$ cat src/rtl/ahbl_splitter_n.sv
// ahbl_splitter_n: AHB-Lite address decoder and data-phase response mux for
// one master and NS slaves. Regions are base/mask pairs; the lowest index
// wins on overlap. An internal default slave answers unmapped active
// transfers with a two-cycle ERROR.
// Optional: define SPLITTER_TIMEOUT_EN to add a watchdog that aborts a slave
// stalling for TIMEOUT_CYCLES cycles and answers the master with ERROR.

// Per-slave region compare.
module ahbl_splitter_n_cmp (
  input  logic [31:0] addr,
  input  logic [31:0] base,
  input  logic [31:0] mask,
  output logic        hit
);
  assign hit = ((addr & mask) == (base & mask));
endmodule

module ahbl_splitter_n #(
  parameter int              NS             = 4,
  parameter logic [NS*32-1:0] S_BASE        = {32'h8000_0000, 32'h0000_0000,
                                               32'h2000_0000, 32'h4000_0000},
  parameter logic [NS*32-1:0] S_MASK        = {NS{32'hF000_0000}},
  parameter int              TIMEOUT_CYCLES = 255
) (
  input  logic              HCLK,
  input  logic              HRESET,
  input  logic [31:0]       HADDR,
  input  logic [1:0]        HTRANS,
  output logic              HREADY,
  output logic [31:0]       HRDATA,
  output logic              HRESP,
  output logic [NS-1:0]     S_HSEL,
  input  logic [NS*32-1:0]  S_HRDATA,
  input  logic [NS-1:0]     S_HREADYOUT,
  input  logic [NS-1:0]     S_HRESP,
  output logic              TIMEOUT
);

  localparam logic [31:0] DEAD   = 32'hBADD_BEEF;
  localparam logic [15:0] TO_LIM = 16'(TIMEOUT_CYCLES);

  typedef enum logic [1:0] {ST_IDLE, ST_SLV, ST_ERR1, ST_ERR2} state_t;

  state_t          state;
  logic [NS-1:0]   sel_d;
  logic [NS-1:0]   hit_raw;
  logic [NS-1:0]   hit;
  logic            found;
  logic            hready;
  logic            hresp;
  logic [31:0]     hrdata;

  // HTRANS[0] only separates NONSEQ/SEQ and IDLE/BUSY; neither matters here.
  logic unused_bits;
  assign unused_bits = ^{HTRANS[0], TO_LIM};

  // One comparator per slave region.
  for (genvar g = 0; g < NS; g++) begin : g_cmp
    ahbl_splitter_n_cmp u_cmp (
      .addr (HADDR),
      .base (S_BASE[g*32 +: 32]),
      .mask (S_MASK[g*32 +: 32]),
      .hit  (hit_raw[g])
    );
  end

  // Priority-reduce raw hits to one-hot, lowest index first.
  always_comb begin
    hit   = '0;
    found = 1'b0;
    for (int i = 0; i < NS; i++) begin
      if (hit_raw[i] && !found) begin
        hit[i] = 1'b1;
        found  = 1'b1;
      end
    end
  end

  assign S_HSEL = hit;

  // Data-phase response mux, selected by the registered owner and state.
  always_comb begin
    hready = 1'b1;
    hresp  = 1'b0;
    hrdata = DEAD;
    case (state)
      ST_SLV: begin
        hready = |(sel_d & S_HREADYOUT);
        hresp  = |(sel_d & S_HRESP);
        hrdata = '0;
        for (int i = 0; i < NS; i++)
          if (sel_d[i]) hrdata = S_HRDATA[i*32 +: 32];
      end
      ST_ERR1: begin
        hready = 1'b0;
        hresp  = 1'b1;
      end
      ST_ERR2: begin
        hready = 1'b1;
        hresp  = 1'b1;
      end
      default: ;
    endcase
  end

  assign HREADY = hready;
  assign HRESP  = hresp;
  assign HRDATA = hrdata;

`ifdef SPLITTER_TIMEOUT_EN
  logic [15:0] cnt;
  logic [15:0] cnt_nxt;
  logic        timeout_q;

  assign cnt_nxt = cnt + 16'd1;
  assign TIMEOUT = timeout_q;
`else
  assign TIMEOUT = 1'b0;
`endif

  // Owner/state FSM; advances on completed transfers, ERR1 always moves on.
  always_ff @(posedge HCLK or posedge HRESET) begin
    if (HRESET) begin
      state <= ST_IDLE;
      sel_d <= '0;
`ifdef SPLITTER_TIMEOUT_EN
      cnt       <= '0;
      timeout_q <= 1'b0;
`endif
    end else begin
      if (state == ST_ERR1) begin
        state <= ST_ERR2;
        sel_d <= '0;
      end else if (hready) begin
        if (HTRANS[1] && found) begin
          state <= ST_SLV;
          sel_d <= hit;
        end else if (HTRANS[1]) begin
          state <= ST_ERR1;
          sel_d <= '0;
        end else begin
          state <= ST_IDLE;
          sel_d <= '0;
        end
      end
`ifdef SPLITTER_TIMEOUT_EN
      // Only a stalled SLV phase reaches here; abort it at the limit.
      else if (cnt_nxt == TO_LIM) begin
        state <= ST_ERR1;
        sel_d <= '0;
      end

      // Stall counter: runs only while the owning slave holds HREADYOUT low.
      timeout_q <= 1'b0;
      if (state == ST_SLV && !hready) begin
        if (cnt_nxt == TO_LIM) begin
          cnt       <= '0;
          timeout_q <= 1'b1;
        end else begin
          cnt <= cnt_nxt;
        end
      end else begin
        cnt <= '0;
      end
`endif
    end
  end

endmodule

$ cat config.mk
export PLATFORM = sky130hd
export DESIGN_NAME = ahbl_splitter_n
export DESIGN_NICKNAME = d
export VERILOG_FILES = /design/src/rtl/ahbl_splitter_n.sv
export SDC_FILE = /design/constraint.sdc
export NUM_CORES = 1
export LEC_CHECK = 0
export CORE_MARGIN = 4
export CORE_UTILIZATION = 29
export DETAILED_ROUTE_END_ITERATION = 8
export PLACE_DENSITY_LB_ADDON = 0.12
export SYNTH_ARGS = -nofsm -noshare
export SYNTH_HDL_FRONTEND = slang
export SYNTH_SLANG_ARGS = --single-unit
$ cat constraint.sdc
create_clock -name HCLK -period 2.6 [get_ports HCLK]
set_input_delay 0.52 -clock HCLK [delete_from_list [all_inputs] [get_ports HCLK]]
set_output_delay 0.52 -clock HCLK [all_outputs]
set_load 0.01 [all_outputs]
## Word level (Yosys, flattened, before mapping)

Index checks and enable logic that the tools add are counted.

- Register bits: 6
- Bits of input ports: 172
- Output and inout port bits: 39
- Logic and storage cells: 43

- Eq/ne operators: 6
- Muxes and demuxes: 21
- Bitwise logic cells: 2
- Reductions and logical operators: 12

Operator list:

| kind | count |
|---|---|
| $mux 32 | 5 |
| $logic_not 32->1 | 1 |
| $mux 4 | 3 |
| $and 4x4->4 | 2 |
| $mux 2 | 4 |
| $reduce_or 4->1 | 2 |
| $mux 1 | 7 |
| $eq 2x2->1 const B | 2 |
| $eq 4x2->1 const B | 1 |
| $eq 4x3->1 const B | 1 |
| $eq 4x4->1 const B | 1 |
| $logic_and 1x1->1 | 4 |
| $pmux 1 s2 | 2 |
| $logic_not 1->1 | 3 |
| $eq 2x1->1 const B | 1 |
| $reduce_bool 2->1 | 1 |
| $reduce_or 2->1 | 1 |

## Depth between registers and ports, before layout

- Word-level depth: 15
- Mapped depth: 6

## Hierarchy

From an unflattened synthesis, not the netlist that was laid out.

- Cells, all modules: 420
- Area total of the unflattened synthesis: 3414.5 sq um

By module, submodules not included:

| module | times used | cells an instance | area an instance (sq um) | seq. area each (sq um) |
|---|---|---|---|---|
| ahbl_splitter_n_cmp | 4 | 53 | 437.9 | 0.0 |
| ahbl_splitter_n | 1 | 208 | 1662.8 | 150.1 |

## Worst setup path before layout

No wires, ideal clock.

- Path kind: reg-to-output
- Start: register sel_d[1]
- End: output HRDATA[0]
- Arrival: 1.330 ns
- Setup slack: 0.750 ns
- Stages on the path, launching flop included: 6
- Buffers on the path: 2
- Cell sequence: dfrtp_1 -> buf_6 -> nor2b_4 -> buf_6 -> a221oi_1 -> o311ai_0

- Longest elaborated chain between the ends: 4

Ends and longest elaborated chain:

| element | line | source |
|---|---|---|
| start: declaration | 45 | `logic [NS-1:0] sel_d;` |
| start signal: assignment | 137 | `sel_d <= hit;` |
| $mux 32 (3 in a row) | 92 | `if (sel_d[i]) hrdata = S_HRDATA[i*32 +: 32];` |
| $mux 32 | 86 | `case (state)` |
| end: declaration | 30 | `output logic [31:0] HRDATA,` |

No other way between the ends.

## Worst setup path after layout

- Start: input HADDR[30]
- End: output S_HSEL[0]

- Longest elaborated chain between the ends: 2

Ends and longest elaborated chain:

| element | line | source |
|---|---|---|
| start: declaration | 27 | `input logic [31:0] HADDR,` |
| $eq 4x3->1 | 15 | `assign hit = ((addr & mask) == (base & mask));` |
| $mux 1 | 72 | `if (hit_raw[i] && !found) begin` |
| end: declaration | 32 | `output logic [NS-1:0] S_HSEL,` |

No other way between the ends.

==> summary by stage <==
Floorplanning
For this configuration, the core starts out at a cell density of 0.302. The area of the die is 7090 sq um. The vertical die dimension is between 80 and 90 microns. The floorplan step set the die width to approximately 84 microns. In this run the core area contains 27 standard-cell rows. The placeable core area is 5570 sq um.

In this run the count of I/O pins placed on the die edge is between 200 and 250.

Detailed routing
In the routed design, unresolved DRC markers number 0. After the first detailed-routing iteration, the DRC count stood at 77. The count of nets left with antenna violations once routing finished came out at 0.

Summed over all layers, the routed wires come to 7.73 mm. The detailed-router iteration count before antenna repair is 4. Across all layers, the routed design uses 2359 vias. The average vias per placed instance is 5.22. After detailed routing, the average wire length per cell comes to ~17 microns.

Global routing
The number of global-route vias before repair is roughly 2200. The global router's overall resource usage is 0.195. The pin count of the biggest net entering global routing is 68. The initial antenna violation count is 0. Summed over all layers, the global routing overflow is 0. The global-route wire length before repair is about 12 mm.

Cells and area
Relative to the synthesized area, the layout overhead comes to 116%. The fill cell instance count of the final layout is 499. After routing the design area is 3640 sq um. At the end of the flow, the number of nets in the layout was 553. The library cell used most frequently in the layout, excluding fill and tap cells, is sky130_fd_sc_hd__clkdlybuf4s50_1.

0 antenna diodes ended up in the layout. In the final layout, flip-flops and latches occupy ~160 sq um. The multi-input combinational cells in the finished layout cover a total of around 1300 sq um.

The top cell types in the final layout, fill and taps aside, are 155 x sky130_fd_sc_hd__clkdlybuf4s50_1, 33 x sky130_fd_sc_hd__nand2_1, 24 x sky130_fd_sc_hd__nor2b_1, 24 x sky130_fd_sc_hd__dlymetal6s2s_1, 22 x sky130_fd_sc_hd__o311ai_1. The share of final-layout standard cells stronger than drive strength 1 is 0.132.

Pwr
The design internal power is 1.11 mW. Of the total power, the clock network draws 0.082. The maximum VDD drop is 0.000445 V. The combinational group share of total power is 0.841. Summed over all nets, the switching power comes to 680 uW. The leakage power of the design is 1.48 nW. The fraction of power spent switching nets is 0.381.

The share of total power dissipated in sequential elements is 0.077. Power spread over the standard cell area amounts to just under 500 nW/um^2.

Worst setup path
The critical path in this run is classified as in2out. The worst setup path is captured at an output pin. Along the worst path, the maximum fanout reaches 5. The worst reg-to-reg setup slack is 0.97 ns. The required time at the endpoint of the critical path is 2.08 ns. STA classifies the critical path startpoint as a primary input. The endpoint arrival time on the critical path is ~2.1 ns.

Logic synthesis
The flip-flop and latch count after synthesis is 6. The number of instances in the synthesized netlist is 208. During synthesis, Yosys emitted a total of 0 warnings. When the netlist entered floorplanning its net count stood at 380. Sorting the synthesized cells by area gives the leading types as sky130_fd_sc_hd__a221oi_2 18%, sky130_fd_sc_hd__o311ai_1 10%, sky130_fd_sc_hd__dfrtp_1 8.9%. The count of unique library cells instantiated by Yosys is 34. The area of the mapped netlist is 1680 sq um. The share of the Yosys chip area taken by registers is 0.0892. The proportion of netlist area held by the largest area contributor is 0.178. The post-synthesis average cell area is a little over 8 sq um.

The most area-hungry cell type in the Yosys netlist is sky130_fd_sc_hd__a221oi_2.

Placement
The congestion estimate from routability-driven global placement came to 0.864. The detailed placement HPWL is 5.94 mm. Timing analysis after detailed placement gives a worst setup slack of -0.0739 ns.

Port buffering added 180 buffers. After detailed placement, the total cell area comes to 3520 sq um.

STA
Setup repair after global routing could not meet its margin everywhere. The hold violation total from the final report was 0. The worst path in the final design needs a cycle of 2.59 ns, including I/O delays and setup. The worst setup slack after layout is between 0.01 and 0.015 ns. The number of max-slew violations in the final report came to 0. Across the routed clock network, the largest skew measured is 0.00707 ns.

The final worst-path cycle share is 0.995. Setup violations remaining at the end of the flow were counted as 0. In the final timing run, aggregate negative setup slack is 0 ns. Static timing analysis puts the maximum clock frequency at 387 MHz.

CTS
No sink is reached through more buffers than the 2 on the longest clock path. The total of hold buffers inserted after clock tree synthesis is 0. The clock slew seen by the registers of the worst setup and hold paths is 0.04 ns. The TritonCTS clock tree is built. The clock sink total is 6. The later pin in the worst-skew pair is clocked with a latency of 0.22 ns. In this run the number of H-tree levels came out at 1.

The number of clock buffers added by TritonCTS is 3. The root buffer cell is sky130_fd_sc_hd__clkbuf_8.

Min path
The class of the tightest hold or removal check is in2async.

Status
The flow ran to the end, and the final reports show no timing, DRC or antenna violations.

Job
The max-cap check violation count is 0.
-- power by group through the flow --
stage	registers, mW	logic (mW)	clock network (mW)
detailed placement	0.139	1.57	0
finish	0.138	1.50	0.146
CTS	0.139	1.58	0.148
global placement	0.137	1.56	0
floorplan	0.126	0.670	0
global route	0.142	1.61	0.156
-- path summary, 6_finish.rpt --
check                                startpoint              endpoint  cells after the start
setup / recovery                      HADDR[30]             S_HSEL[0]                      3
hold / removal                           HRESET  sel_d[3]$_DFFE_PP0P_                      2
setup reg to reg           sel_d[2]$_DFFE_PP0P_  sel_d[2]$_DFFE_PP0P_                      5
hold reg to reg            state[1]$_DFFE_PP0P_  state[0]$_DFFE_PP0P_                      2
max in group asynchronous                HRESET  sel_d[2]$_DFFE_PP0P_                      2
min in group HCLK          state[1]$_DFFE_PP0P_  state[0]$_DFFE_PP0P_                      2
-- cells by family after synthesis --
group	synth area share
compound gates	0.469
fa+ha+maj	0.00595
buf+inv	0.148
flops	0.0892
mux	0.0268
other cells	0.00223
simple gates	0.259
-- per-layer routing --
| layer | track usage | vias up | part of all wire |
|---|---|---|---|
| li1 | - | 1154 | - |
| met1 | 0.240 | 1093 | 0.40 |
| met2 | 0.352 | 106 | 0.51 |
| met3 | 0.0412 | 6 | 0.085 |
| met4 | 0.0322 | 0 | 0.012 |
| met5 | 0 | - | 0 |
-- what timing repair did --
action                                  CTS  global route
gates resized for setup                   5            25
pin swaps                                 0             2
hold endpoints to repair                  0             0
buffers inserted                          0             1
endpoints found under the setup margin   22            27
-- final cells by class --
cell class,count,area share
Timing Repair Buffer,196,0.555
Multi-Input combinational cell,164,0.354
Sequential cell,6,0.0430
Tap cell,72,0.0247
Clock buffer,4,0.0124
Inverter,10,0.0103
-- sequential cells by signal, summed over array words and instances (netlist names) --
name and count:
sel_d 4, state 2
-- metrics by stage --
step	total power, mW	utilization	hold slack [ns]	std cells
after CTS	1.86	0.640	0.516	451
after floorplan	0.797	-	0.311	208
after global placement	1.70	0.631	0.648	447
after global routing	1.91	0.653	0.538	452
final	1.79	0.653	0.510	452
after detailed placement	1.71	0.631	0.652	447
-- Yosys cell counts (all sizes together) --
cell type / count
and3: 4
buf: 19
nand3b: 8
a22oi: 4
nand3: 1
conb: 1
clkbuf: 9
nand2b: 1
dfrtp: 6
mux2: 4
a21boi: 9
maj3: 1
a221oi: 24
nand2: 33
a21o: 1
a21oi: 8
nor4b: 3
nor4: 1
o311ai: 25
o21ai: 1
a221o: 8
and2b: 1
inv: 10
nor2b: 25
and2: 1
-- worst max-delay path: stages --
cell	delay (ns)
sky130_fd_sc_hd__clkdlybuf4s50_1	0.56
sky130_fd_sc_hd__nor4b_1	0.37
sky130_fd_sc_hd__clkdlybuf4s50_1	0.62
Note: power is estimated with default switching activity, not from simulation.
